$ cat src/rtl/vending_pkg.sv
// ---------------------------------------------------------------------------
// vending_pkg
// Shared types and helpers for the change dispenser.
//   state_e    : dispenser FSM states
//   NICKEL_VAL : value of a nickel in cents
//   DIME_VAL   : value of a dime in cents
//   helpers    : multiple-of-5 test, coin value lookup, saturating arithmetic
// ---------------------------------------------------------------------------
package vending_pkg;

  typedef enum logic [2:0] {
    IDLE   = 3'd0,
    SELECT = 3'd1,
    EJECT  = 3'd2,
    DONE   = 3'd3,
    FAULT  = 3'd4
  } state_e;

  localparam logic [3:0] NICKEL_VAL = 4'd5;
  localparam logic [3:0] DIME_VAL   = 4'd10;

  // Only these 4-bit amounts can be paid exactly with dimes and nickels.
  function automatic logic is_mult5(input logic [3:0] v);
    case (v)
      4'd0, 4'd5, 4'd10, 4'd15: return 1'b1;
      default:                  return 1'b0;
    endcase
  endfunction

  function automatic logic [3:0] coin_value(input logic is_dime);
    if (is_dime) begin
      return DIME_VAL;
    end else begin
      return NICKEL_VAL;
    end
  endfunction

  // Hopper counts must never wrap below zero.
  function automatic logic [3:0] sat_dec(input logic [3:0] v);
    if (v == 4'd0) begin
      return 4'd0;
    end else begin
      return v - 4'd1;
    end
  endfunction

  // Remaining amount must never wrap below zero.
  function automatic logic [3:0] sat_sub(input logic [3:0] v, input logic [3:0] c);
    if (v >= c) begin
      return v - c;
    end else begin
      return 4'd0;
    end
  endfunction

endpackage

$ cat src/rtl/ack_timer.sv
// ---------------------------------------------------------------------------
// ack_timer
// Down-counter that bounds how long a coin request may wait for coin_ack.
//   i_clk      : clock, rising edge
//   i_reset_n  : synchronous active-low reset (counter -> 0)
//   i_clear    : reload the counter to CYCLES-1 (issued on EJECT entry)
//   i_en       : count down while waiting for the acknowledge
//   o_expired  : counter has reached zero; with i_en held since the clear,
//                this is true during the CYCLES-th waiting cycle
// ---------------------------------------------------------------------------
module ack_timer #(
  parameter int unsigned CYCLES = 16
) (
  input  logic i_clk,
  input  logic i_reset_n,
  input  logic i_clear,
  input  logic i_en,
  output logic o_expired
);

  localparam int unsigned W = (CYCLES > 1) ? $clog2(CYCLES) : 1;
  // Loading CYCLES-1 makes the count reach zero in the final waiting cycle,
  // so the owner can let an ack in that same cycle take priority.
  localparam logic [W-1:0] L_LOAD = W'(CYCLES - 1);

  logic [W-1:0] r_cnt;

  // Counter register: reload on clear, otherwise count down to zero and hold.
  always_ff @(posedge i_clk) begin
    if (!i_reset_n) begin
      r_cnt <= '0;
    end else if (i_clear) begin
      r_cnt <= L_LOAD;
    end else if (i_en && (r_cnt != '0)) begin
      r_cnt <= r_cnt - W'(1);
    end else begin
      r_cnt <= r_cnt;
    end
  end

  assign o_expired = (r_cnt == '0);

endmodule

$ cat src/rtl/change_dispenser.sv
// ---------------------------------------------------------------------------
// change_dispenser
// Pays out an owed amount (0..15 cents) using dimes first, then nickels,
// one coin at a time with a handshake to the ejection mechanism.
//   clk          : clock, rising edge
//   reset_n      : synchronous active-low reset
//   load         : strobe, capture change_in (honoured in IDLE only)
//   change_in    : amount owed in cents
//   refill       : strobe, reload both hoppers (honoured in IDLE/FAULT only)
//   clr_fault    : strobe, leave FAULT back to IDLE
//   coin_ack     : mechanism finished ejecting the requested coin
//   dime_req     : request one dime (held until ack or timeout)
//   nickel_req   : request one nickel (held until ack or timeout)
//   busy         : transaction in progress or faulted
//   done         : one-cycle pulse when the amount has been fully paid
//   fault        : level, dispenser is in FAULT
//   dime_cnt     : dimes left in hopper
//   nickel_cnt   : nickels left in hopper
// All outputs come straight from registers.
// ---------------------------------------------------------------------------
module change_dispenser
  import vending_pkg::*;
#(
  parameter int unsigned DIME_INIT      = 4,
  parameter int unsigned NICKEL_INIT    = 4,
  parameter int unsigned TIMEOUT_CYCLES = 16
) (
  input  logic       clk,
  input  logic       reset_n,
  input  logic       load,
  input  logic [3:0] change_in,
  input  logic       refill,
  input  logic       clr_fault,
  input  logic       coin_ack,
  output logic       dime_req,
  output logic       nickel_req,
  output logic       busy,
  output logic       done,
  output logic       fault,
  output logic [3:0] dime_cnt,
  output logic [3:0] nickel_cnt
);

  localparam logic [3:0] L_DIME_INIT   = 4'(DIME_INIT);
  localparam logic [3:0] L_NICKEL_INIT = 4'(NICKEL_INIT);

  state_e     r_state;
  state_e     w_state_nxt;
  logic [3:0] r_remaining;
  logic [3:0] w_remaining_nxt;
  logic       r_coin_dime;      // coin being requested in EJECT: 1 dime, 0 nickel
  logic       w_coin_dime_nxt;
  logic [3:0] r_dime_cnt;
  logic [3:0] w_dime_cnt_nxt;
  logic [3:0] r_nickel_cnt;
  logic [3:0] w_nickel_cnt_nxt;

  logic       r_dime_req;
  logic       r_nickel_req;
  logic       r_busy;
  logic       r_done;
  logic       r_fault;
  logic       w_dime_req_nxt;
  logic       w_nickel_req_nxt;
  logic       w_busy_nxt;
  logic       w_done_nxt;
  logic       w_fault_nxt;

  logic       w_timer_clear;
  logic       w_timer_en;
  logic       w_timer_expired;

  ack_timer #(
    .CYCLES (TIMEOUT_CYCLES)
  ) u_ack_timer (
    .i_clk     (clk),
    .i_reset_n (reset_n),
    .i_clear   (w_timer_clear),
    .i_en      (w_timer_en),
    .o_expired (w_timer_expired)
  );

  // The timer only runs while a coin request is outstanding.
  assign w_timer_en = (r_state == EJECT);

  // State register together with the datapath registers it governs.
  always_ff @(posedge clk) begin
    if (!reset_n) begin
      r_state      <= IDLE;
      r_remaining  <= 4'd0;
      r_coin_dime  <= 1'b0;
      r_dime_cnt   <= L_DIME_INIT;
      r_nickel_cnt <= L_NICKEL_INIT;
    end else begin
      r_state      <= w_state_nxt;
      r_remaining  <= w_remaining_nxt;
      r_coin_dime  <= w_coin_dime_nxt;
      r_dime_cnt   <= w_dime_cnt_nxt;
      r_nickel_cnt <= w_nickel_cnt_nxt;
    end
  end

  // Next-state and datapath update logic.
  always_comb begin
    w_state_nxt      = r_state;
    w_remaining_nxt  = r_remaining;
    w_coin_dime_nxt  = r_coin_dime;
    w_dime_cnt_nxt   = r_dime_cnt;
    w_nickel_cnt_nxt = r_nickel_cnt;
    w_timer_clear    = 1'b0;

    case (r_state)
      IDLE: begin
        // Refill lands in the same edge as a load, so the first SELECT
        // already sees full hoppers.
        if (refill) begin
          w_dime_cnt_nxt   = L_DIME_INIT;
          w_nickel_cnt_nxt = L_NICKEL_INIT;
        end else begin
          w_dime_cnt_nxt   = r_dime_cnt;
          w_nickel_cnt_nxt = r_nickel_cnt;
        end
        if (load) begin
          w_remaining_nxt = change_in;
          if (change_in == 4'd0) begin
            w_state_nxt = DONE;
          end else if (!is_mult5(change_in)) begin
            w_state_nxt = FAULT;
          end else begin
            w_state_nxt = SELECT;
          end
        end else begin
          w_state_nxt = IDLE;
        end
      end

      SELECT: begin
        if ((r_remaining >= DIME_VAL) && (r_dime_cnt != 4'd0)) begin
          w_state_nxt     = EJECT;
          w_coin_dime_nxt = 1'b1;
          w_timer_clear   = 1'b1;
        end else if ((r_remaining >= NICKEL_VAL) && (r_nickel_cnt != 4'd0)) begin
          w_state_nxt     = EJECT;
          w_coin_dime_nxt = 1'b0;
          w_timer_clear   = 1'b1;
        end else if (r_remaining == 4'd0) begin
          w_state_nxt = DONE;
        end else begin
          // Owed amount cannot be paid from what is left in the hoppers.
          w_state_nxt = FAULT;
        end
      end

      EJECT: begin
        // An ack in the final waiting cycle beats the timeout.
        if (coin_ack) begin
          w_state_nxt     = SELECT;
          w_remaining_nxt = sat_sub(r_remaining, coin_value(r_coin_dime));
          if (r_coin_dime) begin
            w_dime_cnt_nxt = sat_dec(r_dime_cnt);
          end else begin
            w_nickel_cnt_nxt = sat_dec(r_nickel_cnt);
          end
        end else if (w_timer_expired) begin
          w_state_nxt = FAULT;
        end else begin
          w_state_nxt = EJECT;
        end
      end

      DONE: begin
        w_state_nxt = IDLE;
      end

      FAULT: begin
        if (refill) begin
          w_dime_cnt_nxt   = L_DIME_INIT;
          w_nickel_cnt_nxt = L_NICKEL_INIT;
        end else begin
          w_dime_cnt_nxt   = r_dime_cnt;
          w_nickel_cnt_nxt = r_nickel_cnt;
        end
        if (clr_fault) begin
          w_state_nxt     = IDLE;
          w_remaining_nxt = 4'd0;
        end else begin
          w_state_nxt = FAULT;
        end
      end

      default: begin
        // Corrupted state encoding: park safely with no coin requested.
        w_state_nxt     = FAULT;
        w_remaining_nxt = 4'd0;
        w_coin_dime_nxt = 1'b0;
      end
    endcase
  end

  // Output decode from the upcoming state so the registered outputs line up
  // with the state they describe.
  always_comb begin
    w_busy_nxt       = (w_state_nxt != IDLE);
    w_done_nxt       = (w_state_nxt == DONE);
    w_fault_nxt      = (w_state_nxt == FAULT);
    w_dime_req_nxt   = (w_state_nxt == EJECT) && w_coin_dime_nxt;
    w_nickel_req_nxt = (w_state_nxt == EJECT) && !w_coin_dime_nxt;
  end

  // Output registers; reset drops any outstanding request on the same edge.
  always_ff @(posedge clk) begin
    if (!reset_n) begin
      r_dime_req   <= 1'b0;
      r_nickel_req <= 1'b0;
      r_busy       <= 1'b0;
      r_done       <= 1'b0;
      r_fault      <= 1'b0;
    end else begin
      r_dime_req   <= w_dime_req_nxt;
      r_nickel_req <= w_nickel_req_nxt;
      r_busy       <= w_busy_nxt;
      r_done       <= w_done_nxt;
      r_fault      <= w_fault_nxt;
    end
  end

  assign dime_req   = r_dime_req;
  assign nickel_req = r_nickel_req;
  assign busy       = r_busy;
  assign done       = r_done;
  assign fault      = r_fault;
  assign dime_cnt   = r_dime_cnt;
  assign nickel_cnt = r_nickel_cnt;

endmodule

$ cat config.mk
export PLATFORM = sky130hd
export DESIGN_NAME = change_dispenser
export DESIGN_NICKNAME = d
export VERILOG_FILES = /design/src/rtl/vending_pkg.sv /design/src/rtl/ack_timer.sv /design/src/rtl/change_dispenser.sv
export SDC_FILE = /design/constraint.sdc
export NUM_CORES = 1
export LEC_CHECK = 0
export BUFFER_PORTS_ARGS = -buffer_cell sky130_fd_sc_hd__buf_4
export CAP_MARGIN = 20
export CORE_MARGIN = 2
export CORE_UTILIZATION = 60
export DETAILED_ROUTE_END_ITERATION = 8
export PLACE_DENSITY_LB_ADDON = 0.15
export SYNTH_ARGS = -nofsm -noshare
export SYNTH_HDL_FRONTEND = slang
export SYNTH_SLANG_ARGS = --single-unit
export TNS_END_PERCENT = 50
$ cat constraint.sdc
create_clock -name clk -period 2.79 [get_ports clk]
set_clock_uncertainty 0.1 [all_clocks]
set_input_delay 0.6975 -clock clk [delete_from_list [all_inputs] [get_ports clk]]
set_output_delay 0.6975 -clock clk [all_outputs]
set_load 0.01 [all_outputs]
## Word-level counts from Yosys, hierarchy flattened

Index checks and enable logic that the tools add are counted.

| operators by class | value |
|---|---|
| $add $sub $neg | 4 |
| magnitude comparators | 3 |
| eq/ne operators | 16 |
| mux-type cells | 39 |
| bitwise logic cells | 1 |
| reductions and logical operators | 25 |

Operator list:

| kind | number |
|---|---|
| 4-bit 2-to-1 mux | 16 |
| 3-bit 2-to-1 mux | 9 |
| 4-bit zero test | 5 |
| 4-bit one-hot mux with 2 select lines | 2 |
| 4-bit one-hot mux with 4 select lines | 1 |
| 3-bit one-hot mux with 5 select lines | 1 |
| 3-bit by 2-bit equality test with 1-bit output, second input constant | 4 |
| 4-bit AND reduction | 3 |
| 4-bit nonzero test | 3 |
| 4-bit by 1-bit subtractor with 4-bit output, second input constant | 3 |
| 2-bit != test, second input constant | 5 |
| 1-bit 2-to-1 mux | 9 |
| 4-bit equality test, second input constant | 2 |
| 4-bit OR reduction | 2 |
| 3-bit equality test, second input constant | 2 |
| 1-bit logical AND | 5 |
| 4-bit by 3-bit equality test with 1-bit output, second input constant | 1 |
| 4-bit by 3-bit greater-or-equal comparator with 1-bit output, second input constant | 1 |
| 4-bit greater-or-equal comparator | 1 |
| 4-bit greater-or-equal comparator, second input constant | 1 |
| 2-bit nonzero test | 2 |
| 2-bit OR reduction | 2 |
| 4-bit subtractor | 1 |
| 3-bit by 1-bit equality test with 1-bit output, second input constant | 1 |
| 6 further kinds | 6 |

| storage, ports and cells | value |
|---|---|
| flip-flop bits (word level) | 25 |
| input bits | 10 |
| output and inout port bits | 13 |

## Longest topological paths before layout

| logic depth | value |
|---|---|
| depth in word-level cells | 12 |
| gate-level depth with buffers | 9 |
| mapped depth without buffers | 9 |

## By module

Synthesis repeated with hierarchy kept, for this count alone.

| unflattened totals | value |
|---|---|
| cell total of the unflattened synthesis | 168 |
| area, all modules | 1483.9 um2 |

Modules (own cells, without submodules):

| module | instances | cells each | area an instance (um2) | seq. area each (um2) |
|---|---|---|---|---|
| change_dispenser | 1 | 144 | 1262.5 | 420.4 |
| ack_timer | 1 | 24 | 221.5 | 80.1 |

## Worst setup path before layout

Ideal clock, no wire load.

| timing | value |
|---|---|
| path type | register to register |
| start point | reg r_dime_cnt[0], in the netlist dime_cnt[0] |
| end point | reg r_dime_cnt[3], in the netlist dime_cnt[3] |
| arrival time | 1737 ps |
| required time | 2619 ps |
| path slack | 882 ps |
| cell stages (with the launch flop) | 7 |
| clock period less this slack | 1908 ps |
| path through | dfxtp_1 -> inv_1 -> ha_1 -> nor3b_1 -> or4_4 -> or3b_1 -> a21oi_1 |

| on the way | value |
|---|---|
| word-level cells in the longest chain between the ends | 5 |
| elaborated cells between the ends (all ways) | 6 |
| those cells by class | 1 x add/sub; 4 x mux; 1 x reduce/logical |

RTL lines:

| what | line | source |
|---|---|---|
| start: declaration | change_dispenser.sv:53 | `logic [3:0] r_dime_cnt;` |
| start signal: assignment | change_dispenser.sv:98 | `r_dime_cnt <= w_dime_cnt_nxt;` |
| 4-bit by 1-bit subtractor with 4-bit output / 4-bit zero test (equally long branches) | vending_pkg.sv:43, vending_pkg.sv:40 |  |
| 4-bit 2-to-1 mux (*) | vending_pkg.sv:40 | `if (v == 4'd0) begin` |
| 4-bit 2-to-1 mux (*) | change_dispenser.sv:159 | `if (r_coin_dime) begin` |
| 4-bit 2-to-1 mux (*) | change_dispenser.sv:156 | `if (coin_ack) begin` |
| 4-bit one-hot mux with 2 select lines (*) | change_dispenser.sv:112 | `case (r_state)` |

Every way passes the cells marked *; elsewhere a longest branch is shown, timed or not. The select of a mux whose other input is x is not followed.
A chain may end at the register's enable or synchronous reset.

## Worst setup path in the final report

| timing | value |
|---|---|
| start point | reg r_coin_dime |
| end point | reg r_remaining[1] |

| on the way | value |
|---|---|
| word-level cells in the longest chain between the ends | 7 |
| elaborated cells between the ends (all ways) | 8 |
| those cells by class | 1 x add/sub; 1 x order compare; 6 x mux |

RTL lines:

| what | line | source |
|---|---|---|
| start: declaration | change_dispenser.sv:51 | `logic r_coin_dime;` |
| start signal: assignment | change_dispenser.sv:97 | `r_coin_dime <= w_coin_dime_nxt;` |
| 4-bit 2-to-1 mux (*) | vending_pkg.sv:31 | `if (is_dime) begin` |
| 4-bit 2-to-1 mux (*) | change_dispenser.sv:156 |  |
| 4-bit 2-to-1 mux (*) | change_dispenser.sv:112 |  |
| 4-bit subtractor / 4-bit greater-or-equal comparator (equally long branches) | vending_pkg.sv:50, vending_pkg.sv:49 |  |
| 4-bit 2-to-1 mux (*) | vending_pkg.sv:49 | `if (v >= c) begin` |
| 4-bit 2-to-1 mux (*) | change_dispenser.sv:156 |  |
| 4-bit one-hot mux with 4 select lines (*) | change_dispenser.sv:112 |  |
| end signal: assignment | change_dispenser.sv:96 | `r_remaining <= w_remaining_nxt;` |
| end: declaration | change_dispenser.sv:49 | `logic [3:0] r_remaining;` |

Marks and branches as above.

==> metrics.csv <==
metric,value,unit
avgSynthCellArea,8.16,um^2
place.detailed.hpwl,2570,um
synth_async_sr_flop_share,0,%
syn_area,1490,um^2
route.vias.total,1399,
routed_via_density,5.98,
fraction_of_synthesized_area_in_multiplexers,0.671,%
cp.arrival,2.26,ns
max-slew-margin-rel,64.3,%
fmaxAchievable,465,MHz
cellLeakagePower,0.727,nW
drt-pass1-iter-count,4,
clock_power_share,20.0,%
fillCellCount,212,
tritoncts_clock_tree,built,
nets,225,
finalHoldViolations,0,
crit_chain,inv_1 > ha_1 > inv_1 > fa_1 > a21o_1 > nand3_1 > a21oi_1 > a22oi_1 > o22ai_1,
synth_top_area_cell,dfxtp_1,
sw_frac_of_total,32.9,%
crit_path_max_fanout,8,
routed_wl,3300,um
share_of_final_layout_standard_cells_stronger_than_drive_strength_1,14.2,%
coreArea,2410,um^2
crit_path_frequent_cell,inv_1,
synthesis.nets,203,
setup_tns,0,ns
cp_data_required_time,2.90,ns
whs,0.430,ns
synth_adder_area_share,8.89,%
finalWeightedCongestion,0.905,
clkSlewWorstSetupHoldPaths,0.14,ns
grt_pass1_wl,5410,um
clk_latency,0.31,ns
cpMaxStageDelayCell,fa_1,
antenna_found_initial,0,
yosysWarnings,0,
start_util,61.9,%
maxCapViolations,0,
htreeDepth,1,
timing_max_transition_violations_final,0,
setup_slack,0.641,ns
ys_dominant_reg_cell,dfxtp_1,
synthSimpleGateAreaFrac,24.5,%
synth_top_family_by_area,simple AND/OR/NAND/NOR gates,
net-switching-power,0.268,mW
cts_post_setup_buffers_inserted,0,
netlist-cell-type-count,45,
ff2ff_path_depth,9,
synth_edf_count,0,
post_cts_hold_buffer_count,0,
ir_drop,411,uV
postSynthCellCount,183,
vias_in_the_first_global_route,1330,
die_width,53.9,um
pre_cts_setup_slack,0.664,ns
route.detailed.drc,0,
power.share.combinational,28.6,%
die_height,53.9,um
yosys-top-cells-count,"dfxtp_1 (25), nor2_1 (21), inv_1 (19)",
critPathMaxStageDelay,0.40,ns
area_growth_from_synthesis_to_layout,14.1,%
synth_top_area_share,33.5,%
status,completed,
i_o_pins,23,
final_design_area_no_fill,1700,um^2
route.antenna.remaining_nets,0,
synth.top_cells.by_area,"dfxtp_1 (34%), ha_1 (7.5%), nor2_1 (5.3%)",
clock_tree.root_cell,clkbuf_4,
min_period_over_period,77.0,%
detailed_place.area,1670,um^2
antenna_cells,0,
grt_util_all_layers,25.1,%
power.density_cell_area,479,nW/um^2
overflow,0,
max_slew.worst_pin.slew,0.534,ns
grt.met2_usage,45.9,%
timing.setup.critical_path_class,register to register,
fin_crit,2.15,ns
layout_cells_excl_fill,234,
kind_of_start_point_of_the_critical_path,register,
min_path_cells,2,
timing.critical_path.to_type,register,
rsz_0062_raised_after_global_routing,false,
cts.path.max_buffers,2,
min-delay-path-class,register to register,
xor_and_xnor_area_share_after_synthesis,3.52,%
ys_seq_area_share,33.5,%
count_of_endpoints_failing_setup_in_the_final_report,0,
post-synth-top-count-cell,dfxtp_1,
maximum_number_of_pins_on_one_net_before_global_route_repair,18,
core.rowCount,18,
synth_compound_area_share,22.6,%
clock-sinks,25,
routed_wire_length_per_instance,14.1,um
cts-resized-gates,0,
internal_power,0.548,mW
dp_cells,230,
synth-seq-cells,25,
place.port_buffers,22,
first_iter_violations,43,
power.share.sequential,51.4,%
grt-busiest-layer,met2,
design.die.area,2900,um^2
gr-usage-met1,30.4,%
globalRouteMet3Util,1.94,%
cts-buffers-inserted,3,
area by class of cell:
type	instances	area, um^2	share of cell area, %
multi-input combinational	134	898	52.8
sequential	25	500	29.4
timing repair buffer	22	165	9.70
inverter	19	71.3	4.19
tap	30	37.5	2.20
clock buffer	3	22.5	1.32
clock inverter	1	7.51	0.441
cell usage in the layout, fill, tap and decap left out, types with 5 or more instances in the layout:
| cell type | netlist | routed |
|---|---|---|
| o21ai_1 | 8 | 8 |
| nor2_1 | 21 | 21 |
| a21oi_1 | 14 | 14 |
| nor3_1 | 7 | 7 |
| buf_4 | 0 | 22 |
| ha_1 | 9 | 9 |
| inv_1 | 19 | 19 |
| nand2_1 | 6 | 6 |
| dfxtp_1 | 25 | 25 |
| xor2_1 | 5 | 5 |
worst max-delay path, delay by kind of cell, from the launching register on:
family / cells / cell delay, ns
flip-flops: 1 / 0.35
buffers and inverters: 2 / 0.29
AO/OA/AOI/OAI: 4 / 0.59
AND/OR/NAND/NOR: 1 / 0.08
adder cells (fa/ha/maj): 2 / 0.64
metrics by stage:
stage | power (mW) | utilization, %
after floorplan | 0.587 | -
after global placement | 0.645 | 69.4
after detailed placement | 0.658 | 69.4
after CTS | 0.818 | 70.7
after global routing | 0.870 | 70.7
final | 0.816 | 70.7
path summary, 6_finish.rpt:
kind / startpoint / to / slack (ns)
setup / recovery: r_coin_dime / r_remaining[1] / 0.64
hold / removal: nickel_cnt[3] / nickel_cnt[3] / 0.43
setup reg to reg: r_coin_dime / r_remaining[1] / 0.64
hold reg to reg: nickel_cnt[3] / nickel_cnt[3] / 0.43
metal layers:
| layer | vias up | wire, um |
|---|---|---|
| li1 | 694 | - |
| met1 | 661 | 1420 |
| met2 | 38 | 1680 |
| met3 | 6 | 150 |
| met4 | 0 | 43 |
| met5 | - | 0 |
cells by family (layout without fill, tap and decap cells):
kind of cell,Yosys count,in the layout
buf+inv,24,45
flops,25,25
xor+xnor,6,6
mux,1,1
simple gates,64,64
fa+ha+maj,10,10
compound gates,53,53
sequential cells by signal, summed over array words and instances, names as in the netlist:
register	flops
dime_cnt	4
nickel_cnt	4
r_remaining	4
u_ack_timer.r_cnt	4
r_state	3
busy	1
dime_req	1
done	1
fault	1
nickel_req	1
r_coin_dime	1
power by group through the flow:
stage	logic [mW]	clock network [mW]	registers (mW)
2_1_floorplan	0.172	0	0.415
3_3_place_gp	0.220	0	0.425
3_5_place_dp	0.231	0	0.427
4_1_cts	0.233	0.167	0.419
5_1_grt	0.261	0.183	0.426
6_report	0.234	0.163	0.419
Note: power is estimated with default switching activity, not from simulation.
